===== config.mk =====
export PLATFORM = sky130hd
export DESIGN_NAME = ppu_frame_writer
export DESIGN_NICKNAME = d
export VERILOG_FILES = /design/src/rtl/nes_video_pkg.sv /design/src/rtl/ppu_pattern_lut.sv /design/src/rtl/ppu_frame_writer.sv
export SDC_FILE = /design/constraint.sdc
export NUM_CORES = 1
export LEC_CHECK = 0
export BUFFER_PORTS_ARGS = -buffer_cell sky130_fd_sc_hd__buf_2
export CAP_MARGIN = 5
export CORE_UTILIZATION = 50
export CTS_BUF_LIST = sky130_fd_sc_hd__clkbuf_4
export CTS_CLUSTER_SIZE = 30
export DETAILED_ROUTE_END_ITERATION = 10
export PLACE_DENSITY_LB_ADDON = 0.1
export SLEW_MARGIN = 20
export SYNTH_ARGS = -nofsm -noshare
export SYNTH_HDL_FRONTEND = slang
export SYNTH_HIERARCHICAL = 1
export SYNTH_SLANG_ARGS = --single-unit
export TNS_END_PERCENT = 50

===== constraint.sdc =====
create_clock -name ppu_clk -period 4.4 [get_ports ppu_clk]
set_input_delay 0 -clock ppu_clk [delete_from_list [all_inputs] [get_ports ppu_clk]]
set_output_delay 0 -clock ppu_clk [all_outputs]
set_load 0.02 [all_outputs]

===== src/rtl/nes_video_pkg.sv =====
// NES raster constants and shared types for the PPU-side video path.
// Consumed by the stand-in frame writer and, later, the PPU debug overlay.
package nes_video_pkg;

    localparam int H_VISIBLE    = 256;
    localparam int V_VISIBLE    = 240;
    localparam int VBLANK_FIRST = 241;
    localparam int VBLANK_LAST  = 260;

    typedef enum logic [1:0] {PAT_SOLID, PAT_BARS, PAT_CHECK, PAT_GRAD} pattern_e;

    typedef enum logic {IDLE, RUN} state_e;

    // Bar colours left to right, one bar per 32 columns.
    localparam logic [5:0] BAR_COLORS [0:7] = '{
        6'h30, 6'h28, 6'h2C, 6'h2A, 6'h24, 6'h21, 6'h26, 6'h0F
    };

endpackage


===== src/rtl/ppu_pattern_lut.sv =====
// Combinational test-pattern generator: maps (pattern, x, y) to a 6-bit palette index.
module ppu_pattern_lut
    import nes_video_pkg::*;
#(
    parameter logic [5:0] SOLID_COLOR = 6'h21
) (
    input  pattern_e   i_pattern,
    input  logic [7:0] i_x,
    input  logic [7:0] i_y,
    output logic [5:0] o_index
);

    always_comb begin
        o_index = SOLID_COLOR;
        case (i_pattern)
            PAT_SOLID: o_index = SOLID_COLOR;
            PAT_BARS:  o_index = BAR_COLORS[i_x[7:5]];
            PAT_CHECK: o_index = (i_x[3] ^ i_y[3]) ? 6'h30 : 6'h0F;
            PAT_GRAD:  o_index = {i_y[7:6], i_x[7:4]};
            default:   o_index = SOLID_COLOR;
        endcase
    end

endmodule


===== src/rtl/ppu_frame_writer.sv =====
// Stand-in PPU: walks NES dot/line timing and writes one test-pattern pixel per
// visible dot into the vga_fb PPU-side port, with vblank and frame handshakes.
module ppu_frame_writer
    import nes_video_pkg::*;
#(
    parameter int         DOTS_PER_LINE   = 341,
    parameter int         LINES_PER_FRAME = 262,
    parameter logic [5:0] SOLID_COLOR     = 6'h21,
    parameter int         H_ACTIVE        = H_VISIBLE,
    parameter int         V_ACTIVE        = V_VISIBLE,
    parameter int         VBL_FIRST       = VBLANK_FIRST,
    parameter int         VBL_LAST        = VBLANK_LAST
) (
    input  logic       ppu_clk,
    input  logic       rst,
    input  logic       start,
    input  logic       cont,
    input  logic [1:0] pattern_sel,
    input  logic       stall,
    output logic [7:0] ppu_ptr_x,
    output logic [7:0] ppu_ptr_y,
    output logic [5:0] ppu_DI,
    output logic       ppu_we,
    output logic       vblank,
    output logic       frame_done,
    output logic [7:0] frame_cnt,
    output logic       busy,
    output state_e     o_dbg_state
);

    localparam logic [8:0] DOT_LAST  = 9'(DOTS_PER_LINE - 1);
    localparam logic [8:0] LINE_LAST = 9'(LINES_PER_FRAME - 1);

    state_e     r_state, w_state_nxt;
    logic [8:0] r_dot, r_line;
    pattern_e   r_pat;
    logic [7:0] r_frame_cnt;
    logic       r_we, r_vblank, r_frame_done;
    logic [7:0] r_x, r_y;
    logic [5:0] r_di;
    logic       w_start_frame, w_adv, w_eol, w_eof;
    logic       w_emit, w_last_px, w_vbl_line;
    logic [5:0] w_pix;

    // Handshake: stall is a level back-pressure; while high in cycle n nothing
    // advances and no write is issued in n+1, so the held dot goes out once stall drops.
    assign w_start_frame = (r_state == IDLE) && start;
    assign w_adv         = (r_state == RUN) && !stall;
    assign w_eol         = (r_dot == DOT_LAST);
    assign w_eof         = w_eol && (r_line == LINE_LAST);

    always_ff @(posedge ppu_clk) begin
        if (rst) r_state <= IDLE;
        else     r_state <= w_state_nxt;
    end

    always_comb begin
        w_state_nxt = r_state;
        case (r_state)
            IDLE:    if (start) w_state_nxt = RUN;
            RUN:     if (w_adv && w_eof && !cont) w_state_nxt = IDLE;
            default: w_state_nxt = IDLE;
        endcase
    end

    always_comb begin
        w_emit     = w_adv && (r_dot < 9'(H_ACTIVE)) && (r_line < 9'(V_ACTIVE));
        w_last_px  = w_emit && (r_dot == 9'(H_ACTIVE - 1)) && (r_line == 9'(V_ACTIVE - 1));
        w_vbl_line = (r_state == RUN) && (r_line >= 9'(VBL_FIRST)) && (r_line <= 9'(VBL_LAST));
    end

    // Counters point at the next dot to emit; pattern is only sampled at a frame start.
    always_ff @(posedge ppu_clk) begin
        if (rst) begin
            r_dot       <= '0;
            r_line      <= '0;
            r_pat       <= PAT_SOLID;
            r_frame_cnt <= '0;
        end else if (w_start_frame) begin
            r_dot  <= '0;
            r_line <= '0;
            r_pat  <= pattern_e'(pattern_sel);
        end else if (w_adv) begin
            if (w_eol) begin
                r_dot  <= '0;
                r_line <= w_eof ? 9'd0 : r_line + 9'd1;
            end else begin
                r_dot <= r_dot + 9'd1;
            end
            if (w_eof) begin
                r_frame_cnt <= r_frame_cnt + 8'd1;
                if (cont) r_pat <= pattern_e'(pattern_sel);
            end
        end
    end

    ppu_pattern_lut #(
        .SOLID_COLOR (SOLID_COLOR)
    ) u_lut (
        .i_pattern (r_pat),
        .i_x       (r_dot[7:0]),
        .i_y       (r_line[7:0]),
        .o_index   (w_pix)
    );

    always_ff @(posedge ppu_clk) begin
        if (rst) begin
            r_we         <= 1'b0;
            r_frame_done <= 1'b0;
            r_vblank     <= 1'b0;
            r_x          <= '0;
            r_y          <= '0;
            r_di         <= '0;
        end else begin
            r_we         <= w_emit;
            r_frame_done <= w_last_px;
            r_vblank     <= w_vbl_line;
            if (w_emit) begin
                r_x  <= r_dot[7:0];
                r_y  <= r_line[7:0];
                r_di <= w_pix;
            end
        end
    end

    assign ppu_ptr_x   = r_x;
    assign ppu_ptr_y   = r_y;
    assign ppu_DI      = r_di;
    assign ppu_we      = r_we;
    assign vblank      = r_vblank;
    assign frame_done  = r_frame_done;
    assign frame_cnt   = r_frame_cnt;
    assign busy        = (r_state == RUN);
    assign o_dbg_state = r_state;

endmodule


# After elaboration in Yosys (flattened, before gate mapping)
# Memory sizes are Yosys's and may differ from the RTL's.
# Cells that the tools add are included.
[word_totals] reg_bits=54 romBits=48 input_bits=7 output_inout_bits=35 wordCells=65 memories=1
[mem_list] memory="(name not given)" words=8 width=6 read_ports=1 rd_ports_with_merged_regs=0 wr=0 line_no="ppu_pattern_lut.sv:17" rtl="PAT_BARS: o_index = BAR_COLORS[i_x[7:5]];"
[classes] addsub=3 n_lt_le_gt_ge=5 n_eq_ne=7 mux=13 bitwise_logic=4 n_reduce_logical=21
[ops] cell="6-bit case mux with 4 select lines" n=1
[ops] cell="9-bit by 1-bit adder with 9-bit output, second input constant" n=2
[ops] cell="9-bit by 8-bit == test with 1-bit output, second input constant" n=2
[ops] cell="9-bit == test, second input constant" n=2
[ops] cell="6-bit two-way mux" n=3
[ops] cell="9-bit two-way mux" n=2
[ops] cell="1-bit logical AND" n=11
[ops] cell="9-bit by 8-bit greater-or-equal comparator with 1-bit output, second input constant" n=1
[ops] cell="9-bit less-or-equal comparator, second input constant" n=1
[ops] cell="9-bit by 8-bit < comparator with 1-bit output, second input constant" n=1
[ops] cell="9-bit < comparator, second input constant" n=1
[ops] cell="8-bit by 1-bit adder with 8-bit output, second input constant" n=1
[ops] cell="2-bit two-way mux" n=4
[ops] cell="3-bit AND reduction" n=2
[ops] cell="2-bit nonzero test" n=3
[ops] cell="2-bit == test, second input constant" n=2
[ops] cell="4-bit greater-or-equal comparator, second input constant" n=1
[ops] cell="3-bit inverter with 4-bit output" n=1
[ops] cell="2-bit by 1-bit == test with 1-bit output, second input constant" n=1
[ops] cell="1-bit zero test" n=2
[ops] cell="2-bit zero test" n=1
[ops] cell="1-bit two-way mux" n=2
[ops] cell="1-bit inverter" n=2
[ops] cell="1-bit case mux with 2 select lines" n=1
[ops] cell="other kinds (3)" n=3

# Logic depth before layout (Yosys ltp)
# Gate-level depths: netlist (run 1).
[depth] word_depth=6 depth_mapped=8 depth_no_buf=6

# Cells and area by module
# The synthesis (run 1) kept the hierarchy.
[modules_own_cells] module="ppu_frame_writer" instances=1 cells_per_inst=286 area_per_inst_um2=2392.3 seq_area_each_um2=1081.0
[modules_own_cells] module="ppu_pattern_lut" instances=1 cells_per_inst=29 area_per_inst_um2=180.2 seq_area_each_um2=0.0

# Worst setup path after synthesis (run 1)
# OpenSTA, ideal clock, no wires.
[synth_path] path_type="reg-to-reg" startpoint="register r_line[3]" endpoint="register r_frame_cnt[5] (netlist: frame_cnt[5])" setup_ns=0.123 t_arrival_ns=2.201 required_time_ns=4.277 slack_ns=2.076 path_stages_with_launch=7 n_path_buf=2 period_less_slack_ns=2.324 cell_sequence="dfxtp_1 buf_6 or4_4 or4b_4 clkbuf_8 nor4_4 mux2_1"
[synth_between] elab_chain_len=3
[synth_lines] element="start: declaration" line_no="ppu_frame_writer.sv:35" rtl="logic [8:0] r_dot, r_line;"
[synth_lines] element="start signal: assignment" line_no="ppu_frame_writer.sv:86" rtl="r_line <= w_eof ? 9'd0 : r_line + 9'd1;"
[synth_lines] element="9-bit == test" line_no="ppu_frame_writer.sv:50" rtl="assign w_eof = w_eol && (r_line == LINE_LAST);"
[synth_lines] element="1-bit logical AND" line_no="ppu_frame_writer.sv:50"
[synth_lines] element="3-bit AND reduction (no source line)"
[synth_lines] element="end signal: assignment" line_no="ppu_frame_writer.sv:91" rtl="r_frame_cnt <= r_frame_cnt + 8'd1;"
[synth_lines] element="end: declaration" line_no="ppu_frame_writer.sv:37" rtl="logic [7:0] r_frame_cnt;"
# Every way passes these cells.
# A chain may end at the register's enable or synchronous reset.

# Worst setup path after layout (run 1)
[layout_path] startpoint="register r_dot[6]" endpoint="register r_state (netlist: busy)"
[layout_between] elab_chain_len=6
[layout_lines] element="start: declaration" line_no="ppu_frame_writer.sv:35"
[layout_lines] element="start signal: assignment" line_no="ppu_frame_writer.sv:88" rtl="r_dot <= r_dot + 9'd1;"
[layout_lines] element="9-bit == test" line_no="ppu_frame_writer.sv:49" rtl="assign w_eol = (r_dot == DOT_LAST);"
[layout_lines] element="1-bit logical AND" line_no="ppu_frame_writer.sv:50"
[layout_lines] element="1-bit logical AND (2 in a row)" line_no="ppu_frame_writer.sv:61" rtl="RUN: if (w_adv && w_eof && !cont) w_state_nxt = IDLE;"
[layout_lines] element="1-bit two-way mux" line_no="ppu_frame_writer.sv:61"
[layout_lines] element="1-bit case mux with 2 select lines" line_no="ppu_frame_writer.sv:59" rtl="case (r_state)"
[layout_lines] element="end signal: assignment" line_no="ppu_frame_writer.sv:54" rtl="else r_state <= w_state_nxt;"
[layout_lines] element="end: declaration" line_no="ppu_frame_writer.sv:34" rtl="state_e r_state, w_state_nxt;"
# Every way passes these cells.

==> results of run 1 <==
-- layout make-up --
| class | instances | area, um2 |
|---|---|---|
| clock inverter | 2 | 8.76 |
| clock buffer | 6 | 45.0 |
| fill | 474 | 1980 |
| multi-input combinational | 234 | 1360 |
| timing repair buffer | 46 | 255 |
| tap | 67 | 83.8 |
| sequential | 54 | 1080 |
| inverter | 8 | 30.0 |
-- flip-flops by register name, indices dropped and copies added, names as in the netlist --
name and flops:
ppu_we 1, r_line 9, r_dot 9, ppu_DI 6, busy 1, vblank 1, frame_done 1, ppu_ptr_y 8
ppu_ptr_x 8, r_pat 2, frame_cnt 8
-- cell families after synthesis --
kind of cell    Yosys count  share of synthesized area [%]
xor+xnor                 10                           3.40
simple gates            145                           29.2
flops                    54                           42.0
compound gates           68                           15.3
mux                       5                           2.09
fa+ha+maj                 6                           2.92
buf+inv                  27                           5.11
-- routing by layer --
| layer | up-vias | wire length [um] |
|---|---|---|
| li1 | 1176 | - |
| met1 | 1053 | 2870 |
| met2 | 46 | 2540 |
| met3 | 6 | 215 |
| met4 | 0 | 51 |
| met5 | - | 0 |
-- placed cells by master, fill, tap and decap left out, drive strengths merged, types with 2 or more instances in the layout --
cell | synthesis | final
nor4 | 7 | 7
o21ai | 10 | 10
xor2 | 3 | 3
and3 | 3 | 3
clkbuf | 14 | 6
or4 | 7 | 7
clkinv | 0 | 2
and3b | 2 | 2
a31oi | 2 | 2
nand4 | 6 | 6
a211oi | 3 | 3
ha | 6 | 6
nand3 | 12 | 12
mux2 | 3 | 3
nor2b | 4 | 4
dlygate4sd3 | 0 | 5
o21bai | 2 | 2
nand2 | 55 | 55
nor3 | 6 | 6
a21oi | 38 | 38
nand2b | 7 | 7
nor2 | 25 | 25
buf | 5 | 41
inv | 8 | 8
or3 | 3 | 3
dfxtp | 54 | 54
o31ai | 7 | 7
mux2i | 2 | 2
xnor2 | 7 | 7
or4b | 2 | 2
nor3b | 2 | 2
-- through the flow --
step                hold slack (ps)  power [mW]  instance area, um2  utilization, %
global placement                278       0.566                2760            56.9
floorplan                       152       0.552                2570               -
detailed placement              273       0.567                2760            56.9
global route                   16.0       0.815                2860            59.1
CTS                            6.68       0.785                2860            59.1
finish                         17.0       0.777                2860            59.1
-- how the worst max path moves through the flow --
stage | startpoint | to | cells after the start
floorplan | r_line[3] | frame_cnt[5] | 6
CTS | r_dot[6] | busy | 5
global placement | r_dot[6] | r_line[7] | 4
finish | r_dot[6] | busy | 5
detailed placement | r_dot[6] | r_line[7] | 4
global route | r_dot[6] | busy | 5
-- power breakdown --
part / leakage (nW) / switching (mW) / internal, mW
clock: 0.0331 / 0.151 / 0.0666
sequential: 0.436 / 0.00680 / 0.495
combinational: 0.580 / 0.0374 / 0.0206
total: 1.05 / 0.195 / 0.582
-- what timing repair did --
| action | in CTS | in global routing |
|---|---|---|
| hold buffers | 5 | 0 |
| gates resized for setup | 0 | 0 |
| endpoints found under the hold margin | 3 | 0 |
-- worst reg2reg max path: stages, from the launching register on --
cell,delay [ps]
dfxtp_1,590
and4bb_2,340
nand3_1,650
o32ai_1,530
dlygate4sd3_1,610
nor2_1,40
==> impl_metrics.yaml, run 1 <==
yosys:
  yosys-top-cells-count: "55 x nand2_1, 54 x dfxtp_1, 38 x a21oi_1"
  syn_nets: 328
  synth_largest_area_cell: "dfxtp_1"
  synth_most_common_cell: "nand2_1"
  synth_cell_types: 50
  synth.ff_latch_count: 54
  yosysTopAreaCellShare_pct: 42.0
  syn_avg_cell_area_um2: 8.17
  ys_warn_count: 6
  synth-edff-count: 0
  synth_area_leaders: "dfxtp_1 42%, nand2_1 8.0%, a21oi_1 7.4%, nor2_1 3.6%, ha_1 2.9%"
  yosysSeqAreaShare_pct: 42.0
  synth-async-reset-ratio_pct: 0
  syn_area_um2: 2570
  postSynthCellCount: 315
  synth_ff_type: "dfxtp_1"
route:
  drc_errors: 0
  avgViaCountPerCell: 5.47
  antenna_left: 0
  wl_um: 5680
  num_vias: 2281
  wl_per_cell_um: 13.6
  drt_iter0_markers: 155
  first_pass_iters: 4
worst_setup_path:
  critPathRequiredTime_ps: 4640
  worstSetupPathType: "reg2reg"
  end_kind: "flip-flop"
  reg2reg_to: "busy"
  cp_top_family: "simple AND/OR/NAND/NOR gates"
  path_buf_inv: 1
  arrival_ps: 3140
  critical-path-slowest-cell: "nand3_1"
  crit_path_start_kind: "flip-flop"
  cp_max_fo: 25
  cp_cell_sequence: "and4bb_2 > nand3_1 > o32ai_1 > dlygate4sd3_1 > nor2_1"
  rrSetupSlack_ps: 1510
  r2r_cells: 5
  r2r_start: "r_dot[6]"
  slowest_delay_ps: 650
timing:
  setup_violations: 0
  tns_ps: 0
  layout_setup_ws_ps: 1510
  min_period_ps: 2890
  worst_pin_slew_ps: 916
  fmax_mhz: 346
  hold_violations: 0
  rsz0062_at_grt: "false"
  slew_viol_final: 0
  final.setup_skew_ps: 12.8
  final.period_utilization_pct: 65.8
  max-slew-margin-rel_pct: 38.8
status:
  status: "complete, no violations"
floorplan:
  fp.dieW_um: 73.7
  row_count: 25
  coreArea_um2: 4850
  boundaryPins: 42
  die_area_um2: 5440
  dieHeight_um: 73.7
  initial_core_util_pct: 53.1
cts:
  cts_inserted_buffers: 5
  htreeDepth: 2
  clkTransAtPathRegs_ps: 140
  cts.path.max_buffers: 2
  cts_tree: "yes"
  clock-root-buffer: "clkbuf_4"
  clkLatencyLatePin_ps: 380
  postCtsSetupBuffers: 0
  clock_sinks: 54
placement:
  numPortBuffers: 41
  placed_cells: 404
  dp_slack_ps: 1780
  hpwl_um: 3830
  routabilityCongestion: 0.904
global_routing:
  gr-usage-met2_pct: 34.5
  grt_max_degree: 42
  use_met1_pct: 31.1
  antenna_found_initial: 0
  grt_use_met3_pct: 4.80
  gr-usage-all-layers_pct: 22.7
  grt-busiest-layer: "met2"
  overflow: 0
  grt_pass1_wl_um: 9500
  grt_pass1_vias: 2084
final_layout:
  antenna_cells: 0
  nets: 362
  drive_gt1_share_pct: 16.3
  syn_to_final_growth_pct: 11.3
  finalNonFillerCells: 417
hold_path:
  hold_class: "in2reg"
  hold-path-endpoint: "r_pat[0]"
  worstHoldStart: "cont"
  hold_path_depth: 3
job:
  drv_cap: 0
pwr:
  vdd_ir_drop_max_mv: 0.195
  p_leak_nw: 1.05
  powerDensity_nw_per_um2: 271
(Power assumes the default switching activity.)
==> run 2, diff against run 1 <==
==> constraint.sdc (replaced) <==
create_clock -name ppu_clk -period 2.9 [get_ports ppu_clk]
set_input_delay 0 -clock ppu_clk [delete_from_list [all_inputs] [get_ports ppu_clk]]
set_output_delay 0 -clock ppu_clk [all_outputs]
set_load 0.02 [all_outputs]
==> run 2 against run 1 <==
Maximum frequency up 8.1%. Global-route usage rose by 0.85 points. Non-clock buffer count grew 8. Sequential cell count did not move. Power up 54%. Routed wire length up 2.7%. Utilization is 1.3 points higher. Clock-buffer cell count is the same. Critical endpoint is now r_pat[0].
==> impl_metrics.yaml, run 2 (synthesized netlist as in run 1, its figures left out) <==
status:
  status: "complete, no violations"
timing:
  layout_setup_ws_ps: 222
  fmax_mhz: 373
  max-slew-margin-rel_pct: 53.2
  tns_ps: 0
  min_period_ps: 2680
  setup_violations: 0
  rsz0062_at_grt: "false"
  slew_viol_final: 0
  final.period_utilization_pct: 92.3
  final.setup_skew_ps: 10.9
  hold_violations: 0
  worst_pin_slew_ps: 702
cts:
  cts_resized: 0
  clkTransAtPathRegs_ps: 150
  postCtsHoldBufs: 6
  cts_inserted_buffers: 5
  postCtsSetupBuffers: 0
  cts_tree: "yes"
  clock-root-buffer: "clkbuf_4"
  clkLatencyLatePin_ps: 380
  cts.path.max_buffers: 2
  clock_sinks: 54
  htreeDepth: 2
final_layout:
  finalNonFillerCells: 425
  layout_common_cells: "55 x nand2_1, 54 x dfxtp_1, 41 x buf_2, 38 x a21oi_1, 25 x nor2_1"
  nets: 370
  fin_util_pct: 60.4
  antenna_cells: 0
  drive_gt1_share_pct: 17.9
  fillers: 451
  syn_to_final_growth_pct: 13.8
  final_common_cell: "nand2_1"
  top_regs: "r_dot: 9 flops, r_line: 9 flops"
worst_setup_path:
  arrival_ps: 2960
  critical-path-slowest-cell: "or4_4"
  cp_max_fo: 8
  cp_cell_sequence: "or4_4 > nor4b_1 > a31oi_1 > mux2i_1 > dlygate4sd3_1"
  end_kind: "flip-flop"
  path_buf_inv: 1
  critPathRequiredTime_ps: 3180
  crit_path_start_kind: "flip-flop"
  slowest_delay_ps: 580
  worstSetupPathType: "reg2reg"
  cp_top_family: "simple AND/OR/NAND/NOR gates"
placement:
  placed_cells: 411
  dp_slack_ps: 530
  numPortBuffers: 41
  hpwl_um: 4000
  routabilityCongestion: 0.842
route:
  top_layer_used: "met4"
  antenna_left: 0
  drc_errors: 0
  first_pass_iters: 4
  met2_length_um: 2640
  avgViaCountPerCell: 5.44
  num_vias: 2311
  met3_wirelength_um: 191
  wl_um: 5830
  drt_iter0_markers: 78
  wl_met1_um: 2890
  wl_per_cell_um: 13.7
floorplan:
  fp.dieW_um: 73.7
  dieHeight_um: 73.7
  boundaryPins: 42
  initial_core_util_pct: 53.1
  row_count: 25
  coreArea_um2: 4850
  die_area_um2: 5440
global_routing:
  antenna_found_initial: 0
  overflow: 0
  grt_pass1_wl_um: 9680
  grt_max_degree: 42
  gr-usage-all-layers_pct: 23.5
  grt_pass1_vias: 2041
pwr:
  vdd_ir_drop_max_mv: 0.257
  powerDensity_nw_per_um2: 408
  p_leak_nw: 1.09
hold_path:
  hold_class: "in2reg"
job:
  drv_cap: 0
## run 2: cell types whose count changed in the layout (fill, tap and decap cells not counted), sizes merged
cell         before  now
buf              41   48
dlygate4sd3       5    6
## run 2: layout make-up
cell class / instances / area [um2] / area share, %
multi-input combinational: 234 / 1360 / 46.5
sequential: 54 / 1080 / 36.9
inverter: 8 / 30.0 / 1.03
tap: 67 / 83.8 / 2.86
timing repair buffer: 54 / 318 / 10.9
clock buffer: 6 / 45.0 / 1.54
clock inverter: 2 / 8.76 / 0.299
## run 2: layer usage
metal  track usage (%)  vias to the layer above
met1              32.0                     1060
met3              3.84                       10
met4              10.9                        0
li1                  -                     1191
met2              36.3                       50
met5                 0                        -
## run 2: worst register-to-register path: cells and delay by family, from the launching register on
family / cells / cell delay [ps]
AND/OR/NAND/NOR: 2 / 1160
buffers and inverters: 1 / 560
flip-flops: 1 / 430
AO/OA/AOI/OAI: 1 / 270
multiplexers: 1 / 170
## run 2: worst paths after layout
kind                                 from   endpoint  slack, ps  depth (start not counted)
worst max-delay path            r_line[3]   r_pat[0]        220                          5
worst min-delay path                stall   r_dot[0]         70                          5
worst max register to register  r_line[3]   r_pat[0]        220                          5
worst min register to register  ppu_DI[2]  ppu_DI[2]        460                          2
## run 2: power breakdown
part           total, mW  switching, mW  internal, mW  leakage [nW]
registers          0.760        0.00828         0.751         0.436
logic             0.0975         0.0603        0.0372         0.620
clock network      0.337          0.235         0.101        0.0331
## run 2: per-stage QoR
stage	hold WS (ps)	instance area (um2)	power (mW)
after global routing	80.7	2930	1.24
after floorplan	152	2570	0.837
after global placement	286	2810	0.866
after detailed placement	277	2810	0.867
after CTS	56.9	2930	1.20
final	72.2	2930	1.19
==> run 3, diff against run 2 <==
--- a/config.mk
+++ b/config.mk
@@ -7,10 +7,11 @@
 export LEC_CHECK = 0
 export BUFFER_PORTS_ARGS = -buffer_cell sky130_fd_sc_hd__buf_2
 export CAP_MARGIN = 5
+export CORE_MARGIN = 1
 export CORE_UTILIZATION = 50
-export CTS_BUF_LIST = sky130_fd_sc_hd__clkbuf_4
 export CTS_CLUSTER_SIZE = 30
 export DETAILED_ROUTE_END_ITERATION = 10
+export HOLD_SLACK_MARGIN = 0.1
 export PLACE_DENSITY_LB_ADDON = 0.1
 export SLEW_MARGIN = 20
 export SYNTH_ARGS = -nofsm -noshare
==> run 3 against run 2 <==
Critical path depth stayed put. Critical endpoint unchanged. Clock skew is 5.9 ps lower. Utilization is 0.77 points higher. Register-to-register slack hardly changed. Combinational power hardly changed. Routed wire length is 0.50% lower. Worst hold slack better by 81 ps. Sequential cell count stayed put. Worst setup slack better by 8.1 ps. Maximum frequency is 0.30% higher. Non-clock buffer count stayed put.
==> impl_metrics.yaml, run 3 (synthesized netlist as in run 1, its figures left out) <==
worst_setup_path:
  rrSetupSlack_ps: 230
  cp_max_fo: 8
  reg2reg_to: "r_pat[0]"
  end_kind: "flip-flop"
  endpoint: "r_pat[0]"
  worst-path-stages: 5
  crit_path_start_kind: "flip-flop"
  cp_cell_sequence: "or4_4 > nor4b_1 > a31oi_1 > mux2i_1 > dlygate4sd3_1"
  r2r_cells: 5
  critical-path-slowest-cell: "nor4b_1"
  arrival_ps: 2870
  cp_top_family: "simple AND/OR/NAND/NOR gates"
  critPathRequiredTime_ps: 3100
  slowest_delay_ps: 590
  worstSetupPathType: "reg2reg"
  path_buf_inv: 1
  r2r_start: "r_line[3]"
  cp-startpoint: "r_line[3]"
route:
  num_vias: 2291
  avgViaCountPerCell: 5.39
  drt_iter0_markers: 129
  drc_errors: 0
  first_pass_iters: 4
  wl_per_cell_um: 13.7
  wl_um: 5800
  antenna_left: 0
placement:
  hpwl_um: 4000
  dp_slack_ps: 530
  numPortBuffers: 41
  routabilityCongestion: 0.842
cts:
  clock_sinks: 54
  postCtsSetupBuffers: 0
  clkLatencyLatePin_ps: 310
  cts_inserted_buffers: 5
  clock-root-buffer: "clkbuf_8"
  htreeDepth: 2
  cts_tree: "yes"
  cts.path.max_buffers: 2
  clkTransAtPathRegs_ps: 90
floorplan:
  boundaryPins: 42
  dieHeight_um: 73.7
  row_count: 25
  die_area_um2: 5440
  fp.dieW_um: 73.7
  coreArea_um2: 4850
  initial_core_util_pct: 53.1
pwr:
  power_mw: 1.29
  vdd_ir_drop_max_mv: 0.316
  powerDensity_nw_per_um2: 435
  p_leak_nw: 1.10
hold_path:
  hold_class: "in2reg"
  worstHoldStart: "stall"
timing:
  worst_pin_slew_ps: 705
  max-slew-margin-rel_pct: 53.0
  min_period_ps: 2670
  rsz0062_at_grt: "false"
  fmax_mhz: 375
  hold_violations: 0
  slew_viol_final: 0
  layout_setup_ws_ps: 231
  hold_slack_ps: 153
  final.setup_skew_ps: 5.06
  final.period_utilization_pct: 92.1
  tns_ps: 0
  setup_violations: 0
global_routing:
  grt_pass1_wl_um: 9610
  overflow: 0
  grt_pass1_vias: 2018
  gr-usage-all-layers_pct: 23.4
  antenna_found_initial: 0
  grt_max_degree: 42
final_layout:
  drive_gt1_share_pct: 17.9
  fillers: 444
  nets: 370
  layout_common_cells: "55 x nand2_1, 54 x dfxtp_1, 41 x buf_2, 38 x a21oi_1, 25 x nor2_1"
  top_regs: "r_dot: 9 flops, r_line: 9 flops"
  final_common_cell: "nand2_1"
  antenna_cells: 0
  syn_to_final_growth_pct: 15.2
status:
  status: "complete, no violations"
job:
  drv_cap: 0
==> run 3: cell type report <==
cell class                 instances  area (um2)  share of cell area (%)
clock buffer                       7        86.3                    2.91
tap                               67        83.8                    2.83
sequential                        54        1080                    36.5
timing repair buffer              54         318                    10.7
clock inverter                     1        5.00                   0.169
inverter                           8        30.0                    1.01
multi-input combinational        234        1360                    45.9
==> run 3: what timing repair did <==
action	4_1_cts	5_1_grt
resized for setup	0	0
hold buffers	6	0
hold endpoints to repair	3	0
setup endpoints to repair	0	0
==> run 3: per-stage QoR <==
| stage | cells | util (%) | area (um2) |
|---|---|---|---|
| 6_report | 425 | 61.1 | 2960 |
| 5_1_grt | 425 | 61.1 | 2960 |
| 4_1_cts | 425 | 61.1 | 2960 |
| 3_5_place_dp | 411 | 58.0 | 2810 |
| 3_3_place_gp | 411 | 58.0 | 2810 |
| 2_1_floorplan | 315 | - | 2570 |
==> run 3: layer usage <==
layer	GRT usage, %	wire, um	up-vias	share of wire [%]
met5	0	0	-	0
met4	8.76	71	0	1.2
met3	5.49	211	7	3.6
met2	36.1	2700	47	47
met1	31.7	2820	1049	49
li1	-	-	1188	-
==> run 3: worst min path at each step <==
stage | end | slack (ps) | cells past startpoint
floorplan | r_pat[0] | 150 | 2
global placement | r_pat[0] | 290 | 3
detailed placement | r_pat[0] | 280 | 3
CTS | r_dot[0] | 150 | 5
global route | r_dot[0] | 170 | 5
finish | r_dot[0] | 150 | 5
==> run 3: power breakdown <==
group / internal [mW] / total, mW / switching, mW / leakage (nW)
Sequential: 0.750 / 0.758 / 0.00820 / 0.436
Combinational: 0.0372 / 0.0975 / 0.0604 / 0.620
Clock: 0.193 / 0.434 / 0.241 / 0.0482
Total: 0.980 / 1.29 / 0.310 / 1.10
==> run 3: worst register-to-register path, stage by stage (launching register included) <==
cell           delay [ps]
dfxtp_1               400
or4_4                 580
nor4b_1               590
a31oi_1               270
mux2i_1               170
dlygate4sd3_1         560
